$ cat src/rtl/fetch_queue.sv
// Instruction-fetch stage: issues sequential word requests to instruction memory, buffers
// in-order responses in a prefetch queue and discards responses made stale by a redirect.
module fetch_queue #(
  parameter int unsigned     PC_W     = 30,
  parameter int unsigned     DATA_W   = 32,
  parameter logic [PC_W-1:0] RESET_PC = '0,
  parameter int unsigned     QDEPTH   = 4
) (
  input  logic                   clk,
  input  logic                   reset,
  output logic                   imem_req,
  output logic [PC_W-1:0]        imem_addr,
  input  logic                   imem_gnt,
  input  logic                   imem_rvalid,
  input  logic [DATA_W-1:0]      imem_rdata,
  input  logic                   redirect_valid,
  input  logic [PC_W-1:0]        redirect_pc,
  output logic                   id_valid,
  input  logic                   id_ready,
  output logic [PC_W+DATA_W-1:0] if_id_bus
);

  localparam int unsigned AW = $clog2(QDEPTH);
  localparam int unsigned CW = AW + 1;
  localparam int unsigned EW = PC_W + DATA_W;
  localparam logic [CW:0] QdepthC = (CW+1)'(QDEPTH);

  logic [PC_W-1:0] r_fetch_pc;
  logic [PC_W-1:0] r_rsp_pc;
  logic [CW-1:0]   r_outstanding;
  logic [CW-1:0]   r_drop_cnt;
  logic [CW-1:0]   r_count;
  logic [AW-1:0]   r_wptr;
  logic [AW-1:0]   r_rptr;
  logic [EW-1:0]   r_mem [QDEPTH];

  logic [CW:0]     w_inflight;
  logic            w_grant;
  logic            w_rsp;
  logic            w_drop;
  logic            w_push;
  logic            w_pop;
  logic [CW-1:0]   w_out_next;

  always_comb begin
    // Credits cover both queued entries and in-flight requests, so the queue never overflows.
    w_inflight = {1'b0, r_outstanding} + {1'b0, r_count};
    imem_req   = !reset && !redirect_valid && (w_inflight < QdepthC);
    imem_addr  = reset ? RESET_PC : r_fetch_pc;
    w_grant    = imem_req && imem_gnt;
    // A response with nothing outstanding is spurious and ignored entirely.
    w_rsp      = imem_rvalid && (r_outstanding != '0);
    w_drop     = w_rsp && ((r_drop_cnt != '0) || redirect_valid);
    w_push     = w_rsp && !w_drop;
    id_valid   = !reset && !redirect_valid && (r_count != '0);
    w_pop      = id_valid && id_ready;
    if_id_bus  = r_mem[r_rptr];
  end

  always_comb begin
    case ({w_grant, w_rsp})
      2'b10:   w_out_next = r_outstanding + CW'(1);
      2'b01:   w_out_next = r_outstanding - CW'(1);
      default: w_out_next = r_outstanding;
    endcase
  end

  always_ff @(posedge clk) begin
    if (reset) begin
      r_fetch_pc    <= RESET_PC;
      r_rsp_pc      <= RESET_PC;
      r_outstanding <= '0;
      r_drop_cnt    <= '0;
      r_count       <= '0;
      r_wptr        <= '0;
      r_rptr        <= '0;
    end else begin
      r_outstanding <= w_out_next;
      if (redirect_valid) begin
        r_fetch_pc <= redirect_pc;
        r_rsp_pc   <= redirect_pc;
        // Pending drops are a subset of outstanding, so every request still in flight
        // after this cycle is stale; no grant can happen here.
        r_drop_cnt <= w_out_next;
        r_count    <= '0;
        r_wptr     <= '0;
        r_rptr     <= '0;
      end else begin
        if (w_grant) r_fetch_pc <= r_fetch_pc + PC_W'(1);
        if (w_drop) r_drop_cnt <= r_drop_cnt - CW'(1);
        if (w_push) begin
          r_rsp_pc <= r_rsp_pc + PC_W'(1);
          r_wptr   <= r_wptr + AW'(1);
        end
        if (w_pop) r_rptr <= r_rptr + AW'(1);
        case ({w_push, w_pop})
          2'b10:   r_count <= r_count + CW'(1);
          2'b01:   r_count <= r_count - CW'(1);
          default: r_count <= r_count;
        endcase
      end
    end
  end

  always_ff @(posedge clk) begin
    if (w_push) r_mem[r_wptr] <= {r_rsp_pc, imem_rdata};
  end

endmodule

$ cat config.mk
export PLATFORM = sky130hd
export DESIGN_NAME = fetch_queue
export DESIGN_NICKNAME = d
export VERILOG_FILES = /design/src/rtl/fetch_queue.sv
export SDC_FILE = /design/constraint.sdc
export NUM_CORES = 1
export LEC_CHECK = 0
export ABC_AREA = 1
export CORE_MARGIN = 3
export CORE_UTILIZATION = 23
export DETAILED_ROUTE_END_ITERATION = 10
export DONT_BUFFER_PORTS = 1
export GPL_ROUTABILITY_DRIVEN = 0
export PLACE_DENSITY = 0.42
export SYNTH_ARGS = -nofsm -noshare
export SYNTH_HDL_FRONTEND = slang
export SYNTH_SLANG_ARGS = --single-unit
$ cat constraint.sdc
create_clock -name clk -period 4.4 [get_ports clk]
set_clock_uncertainty 0.05 [all_clocks]
set_input_delay 0.22 -clock clk [delete_from_list [all_inputs] [get_ports clk]]
set_output_delay 0.22 -clock clk [all_outputs]
set_load 0.02 [all_outputs]
==> results of run 1 <==
cell usage in the layout (no fill, tap or decap), types with 5 or more instances in the layout:
master | synthesis | layout
nand2_1 | 276 | 276
nor2_1 | 272 | 268
edfxtp_1 | 248 | 248
o21ai_0 | 153 | 153
inv_1 | 142 | 140
nand3_1 | 98 | 98
dlygate4sd3_1 | 0 | 80
dfxtp_1 | 75 | 73
o22ai_1 | 62 | 62
a21oi_1 | 53 | 53
clkbuf_16 | 0 | 38
o21ai_1 | 20 | 20
ha_1 | 12 | 12
clkinv_1 | 0 | 12
xor2_1 | 11 | 11
nor2_4 | 5 | 9
buf_4 | 2 | 8
a31oi_1 | 6 | 6
clkbuf_1 | 48 | 6
clkinv_2 | 0 | 5
power by group through the flow:
stage	sequential [mW]	combinational (mW)	clock, mW
2_1_floorplan	3.57	0.478	0
3_3_place_gp	3.60	0.626	0
3_5_place_dp	3.60	0.629	0
4_1_cts	3.54	0.731	3.07
5_1_grt	3.55	0.802	3.19
6_report	3.54	0.713	2.97
stage by stage:
step | worst slack (ns) | utilization (%)
CTS | 1.065 | 28.25
floorplan | 0.2561 | -
global route | 0.8264 | 28.25
detailed placement | 1.402 | 24.97
global placement | 1.498 | 24.97
finish | 1.090 | 28.25
routing by layer:
layer | vias up | global-route usage, %
met4 | 0 | 2.962
met2 | 254 | 20.81
met1 | 5159 | 17.81
met5 | - | 0
met3 | 55 | 2.691
li1 | 5299 | -
cells by family (layout without fill, tap and decap cells):
kind of cell	count (synthesis)	in the layout	synth area share (%)
adders and majority gates	14	14	1.326
AOI/OAI and AO/OA	297	297	11.01
other	0	1	0
xor gates and xnor gates	12	12	0.7325
and+or+nand+nor	667	667	18.86
buffers and inverters	210	302	5.703
DFF	323	323	62.37
worst min-delay path, stage by stage:
cell     delay, ns
nand2_1       0.12
nand3_1       0.12
nand2_1       0.04
inv_1         0.04
final timing paths:
| kind | startpoint | to | slack [ns] | depth (start not counted) |
|---|---|---|---|---|
| setup / recovery | r_count[1] | r_drop_cnt[2] | 1.09 | 16 |
| hold / removal | redirect_valid | r_fetch_pc[5] | -0.01 | 4 |
| setup reg to reg | r_count[1] | r_drop_cnt[2] | 1.09 | 16 |
| hold reg to reg | r_drop_cnt[1] | r_drop_cnt[1] | 0.43 | 2 |
flip-flops by register name, summed over array words and instances, names as in the netlist, named ones only:
| name | cells |
|---|---|
| r_rsp_pc | 30 |
| r_mem | 248 |
| r_wptr | 2 |
| r_count | 3 |
| r_fetch_pc | 30 |
| r_drop_cnt | 3 |
| r_rptr | 2 |
| r_outstanding | 3 |
cell type report:
type | instances | area (sq um) | share of cell area [%]
repair buffers | 92 | 948.4 | 5.500
clock buffers | 44 | 973.4 | 5.645
flip-flops and latches | 323 | 8954 | 51.92
multi-input cells | 990 | 4611 | 26.74
clock inverters | 22 | 177.7 | 1.030
diodes | 1 | 2.502 | 0.01451
well taps | 828 | 1036 | 6.008
inverters | 144 | 541.8 | 3.142
==> impl_metrics.csv, run 1 <==
group,metric,value,unit
layout,final_cells,2444,
drt,drt-met1-wl,20570,um
power,p_per_area,418.7,nW/um^2
power,power_frac_clock,41.1,%
drt,wl_met3,2280,um
power,power_switching,1.873,mW
clocking,tritoncts,"built",
drt,first_iter_violations,731,
sta,fin_crit,3.310,ns
worst_setup_path,startpoint_type,"flip-flop",
synthesis,synth_seq_area_share,62.37,%
synthesis,async_flop_share,0,%
synthesis,yosysTopAreaCellShare,51.91,%
synthesis,synth.most_common_cell,"nand2_1",
synthesis,yosys-top-cells-count,"nand2_1 (276), nor2_1 (272), edfxtp_1 (248)",
power,p_total,7.220,mW
power,seqPwrFrac,49.0,%
worst_setup_path,cpLargestDelayFamily,"simple AND/OR/NAND/NOR gates",
drt,highest_layer,"met4",
die,start_util,23.51,%
clocking,post-cts-setup-buffer-count,0,
sta,setup_viol,0,
clocking,clk_latency,0.53,ns
synthesis,synth_edf_count,248,
power,p_leak,6.028,nW
synthesis,syn_nets,1605,
clocking,clockBufferDepth,3,
grt,grt_first_pass_wirelength,65840,um
layout,layout.nets,1670,
die,ios,162,
sta,fin_tns_setup,0,ns
die,dieArea,65410,sq um
placed_design,dp_cells,2295,
grt,antenna_found_initial,0,
worst_setup_path,critPathSlowestCell,"dlygate4sd3_1",
clocking,root_buffer,"clkbuf_16",
clocking,cts_resized,0,
drt,met2_length,19750,um
clocking,path_clk_slew,0.06,ns
sta,worst_pin_slew,1.019,ns
grt,grt_start_max_net_pins,111,
worst_setup_path,crit_buf_inv,3,
sta,finalCritPeriodShare,75.24,%
worst_setup_path,crit_required,4.77,ns
synthesis,synth-main-ff-cell,"edfxtp_1",
worst_setup_path,crit_type,"flip-flop to flip-flop",
layout,drive_gt1_share,5.077,%
power,p_comb_share,9.9,%
sta,slew_headroom,32.07,%
sta,hold_ws,-0.009699,ns
grt,grt_pass1_vias,10440,
synthesis,synth_top_area_cell,"edfxtp_1",
die,core,61030,sq um
worst_setup_path,cp-end-kind,"flip-flop",
placed_design,placed_cell_area,15240,sq um
run,maxCapViolCount,0,
die,dieWidth,255.8,um
drt,wire_per_inst,17.76,um
worst_setup_path,critical_path_peak_fanout,23,
clocking,numClockSinks,323,
worst_setup_path,path_cells,"ha_1, nand3_1, nand2_1, nor2_2, nand2_2, ha_1, inv_1, fa_1, inv_1, nand2_1, nand3_1, nand2_1, nand3_1, o211ai_1, a21oi_1, dlygate4sd3_1",
clocking,ctsHoldBuffers,82,
sta,drv_slew,0,
drt,ant_nets,0,
sta,max_freq,0.3021,GHz
synthesis,syn_area_per_cell,9.421,sq um
grt,groute.usage.overall,12.91,%
drt,post-route-drc-count,0,
run_status,violations,"hold timing",
worst_setup_path,cp.arrival,3.68,ns
run_status,outcome,"finished, violations left",
power,swShare,25.94,%
worst_setup_path,cpPeakStageDelay,0.56,ns
sta,hold_violations,2,
grt,overflow,0,
sta,rsz0062_at_grt,"false",
synthesis,yosys-top-cells-area,"edfxtp_1 (52%), dfxtp_1 (10%), nand2_1 (7.2%), nor2_1 (7.1%), o21ai_0 (5.3%)",
clocking,cts_made_buffers,37,
layout,area.growth.synth_to_final,20.19,%
clocking,h-tree-depth,2,
synthesis,synth_warnings,0,
drt,first_pass_iters,5,
die,die_y,255.8,um
synthesis,ys_types,32,
die,rows,90,
drt,vias_per_cell,4.405,
drt,drt_wl_total,43410,um
power,max-vdd-ir-drop,0.2251,mV
drt,vias,10770,
power,p_int,5.347,mW
synthesis,synth_seq_cells,323,
hold_path,hp-class,"primary input to flip-flop",
layout,fillers,6492,
layout,design_area,17240,sq um
synthesis,syn-cell-area,14350,sq um
synthesis,synth_cells,1523,
placed_design,hpwlAfterDp,27060,um
placed_design,port_buffers,0,
Note: power is estimated with default switching activity, not from simulation.
==> run 2: changes to the inputs <==
Clock period 4.4 ns to 2.8 ns, I/O delays scaled along.
==> impl_metrics.csv, run 2 (synthesized netlist as in run 1, its figures left out) <==
group,metric,value,unit
clocking,numClockSinks,323,
grt,groute.usage.overall,13.05,%
worst_setup_path,r2r_end,"r_fetch_pc[2]",
layout,fillers,6403,
worst_setup_path,startpoint_type,"primary input",
clocking,clk_latency,0.56,ns
layout,layout.nets,1725,
sta,setup_ws,0.1949,ns
die,rows,90,
worst_setup_path,path_cells,"dlygate4sd3_1, buf_16, nor2_4, nand2_1, nor2_2, nand2_2, buf_4, nand2_2, inv_1, nand2_1, a21oi_1, dlygate4sd3_1",
grt,grt_start_max_net_pins,97,
clocking,path_clk_slew,0.06,ns
drt,first_pass_iters,5,
sta,fin_tns_setup,0,ns
hold_path,hp-class,"primary input to flip-flop",
power,p_leak,6.349,nW
power,p_per_area,647.1,nW/um^2
layout,area.growth.synth_to_final,24.55,%
drt,ant_nets,0,
die,dieArea,65410,sq um
worst_setup_path,crit_type,"primary input to flip-flop",
worst_setup_path,critical_path_peak_fanout,53,
clocking,clockBufferDepth,3,
drt,wire_per_inst,17.31,um
grt,antenna_found_initial,0,
sta,worst_pin_slew,0.6753,ns
drt,drt_wl_total,43290,um
worst_setup_path,timing.rr.start,"r_count[1]",
power,p_total,11.56,mW
clocking,tritoncts,"built",
sta,max_freq,0.3839,GHz
layout,antenna_cells,0,
die,core,61030,sq um
die,dieWidth,255.8,um
worst_setup_path,startpoint,"reset",
run,maxCapViolCount,0,
worst_setup_path,cpLargestDelayFamily,"buffers and inverters",
sta,rsz0062_at_grt,"false",
layout,reg.largest.list,"r_mem x248, r_fetch_pc x30, r_rsp_pc x30",
worst_setup_path,crit_required,3.24,ns
run_status,outcome,"finished clean",
drt,vias,10980,
placed_design,preCtsSetupSlack,0.5516,ns
sta,slew_headroom,54.87,%
die,start_util,23.51,%
placed_design,hpwlAfterDp,27790,um
die,ios,162,
sta,fin_crit,2.605,ns
power,max-vdd-ir-drop,0.3536,mV
drt,post-route-drc-count,0,
clocking,root_buffer,"clkbuf_16",
layout,design_area,17870,sq um
clocking,h-tree-depth,2,
worst_setup_path,r2r_cells,11,
die,die_y,255.8,um
layout,largest_reg_flops,248,
placed_design,port_buffers,0,
grt,grt_pass1_vias,10630,
worst_setup_path,cpPeakStageDelay,0.72,ns
grt,grt_first_pass_wirelength,66210,um
clocking,cts_made_buffers,39,
layout,drive_gt1_share,7.711,%
layout,final_cells,2501,
worst_setup_path,cp.arrival,3.05,ns
worst_setup_path,crit_buf_inv,5,
drt,vias_per_cell,4.389,
layout,layout_commonest_cell,"nand2_1",
worst_setup_path,critPathSlowestCell,"dlygate4sd3_1",
sta,hold_violations,0,
grt,overflow,0,
layout,largest_register,"r_mem",
drt,first_iter_violations,730,
worst_setup_path,path_depth,12,
placed_design,placed_cell_area,15650,sq um
clocking,post-cts-setup-buffer-count,0,
sta,setup_viol,0,
sta,hold_ws,0.04208,ns
layout,seqCellArea,8954,sq um
sta,drv_slew,0,
worst_setup_path,cp-end-kind,"flip-flop",
worst_setup_path,rrSetupSlack,0.30,ns
layout,layout_common_cells,"nand2_1 (275), nor2_1 (268), edfxtp_1 (248), o21ai_0 (153), inv_1 (140)",
layout,multi_input_area,4613,sq um
sta,finalCritPeriodShare,93.04,%
placed_design,dp_cells,2331,
worst_setup_path,endpoint,"r_fetch_pc[2]",
layout,fin_util,29.28,%
[run 2: routing by layer]
metal  wire, um  global-route usage, %
met1      20350                  17.86
met2      19580                  20.77
met3       2251                  2.454
met4       1105                  4.340
met5          0                      0
[run 2: what timing repair did]
item,CTS,global route
endpoints found under the hold margin,202,0
gates resized for setup,0,3
hold buffers,99,0
endpoints found under the setup margin,0,16
[run 2: cell type report]
cell class / instances / share of cell area (%)
sequential: 323 / 50.11
multi-input combinational: 990 / 25.82
timing repair buffer: 145 / 8.542
tap: 828 / 5.797
clock buffer: 46 / 5.664
inverter: 144 / 3.046
clock inverter: 25 / 1.029
[run 2: worst register-to-register path, cell delays in order (launching register included)]
cell           delay [ns]
dfxtp_1              0.34
ha_1                 0.28
nand3_1              0.07
nand2_1              0.07
nor2_2               0.05
nand2_2              0.06
buf_4                0.30
nand2_2              0.18
inv_1                0.26
nand2_1              0.09
a21oi_1              0.13
dlygate4sd3_1        0.56
[run 2: how the worst min path moves through the flow]
| stage | start | end | slack [ns] | depth (start not counted) |
|---|---|---|---|---|
| after CTS | redirect_valid | r_drop_cnt[1] | 0.005 | 6 |
| after global routing | redirect_valid | r_drop_cnt[1] | 0.04 | 6 |
| after floorplan | imem_rdata[0] | r_mem[0][0] | 0.19 | 0 |
| after detailed placement | reset | r_fetch_pc[2] | 0.17 | 1 |
| after global placement | reset | r_fetch_pc[0] | 0.17 | 1 |
| final | redirect_valid | r_drop_cnt[1] | 0.04 | 6 |
[run 2: where the power goes]
group | leakage, nW | switching, mW | internal, mW
Sequential | 2.87 | 0.157 | 5.39
Clock | 0.592 | 2.10 | 2.71
Combinational | 2.88 | 0.807 | 0.396
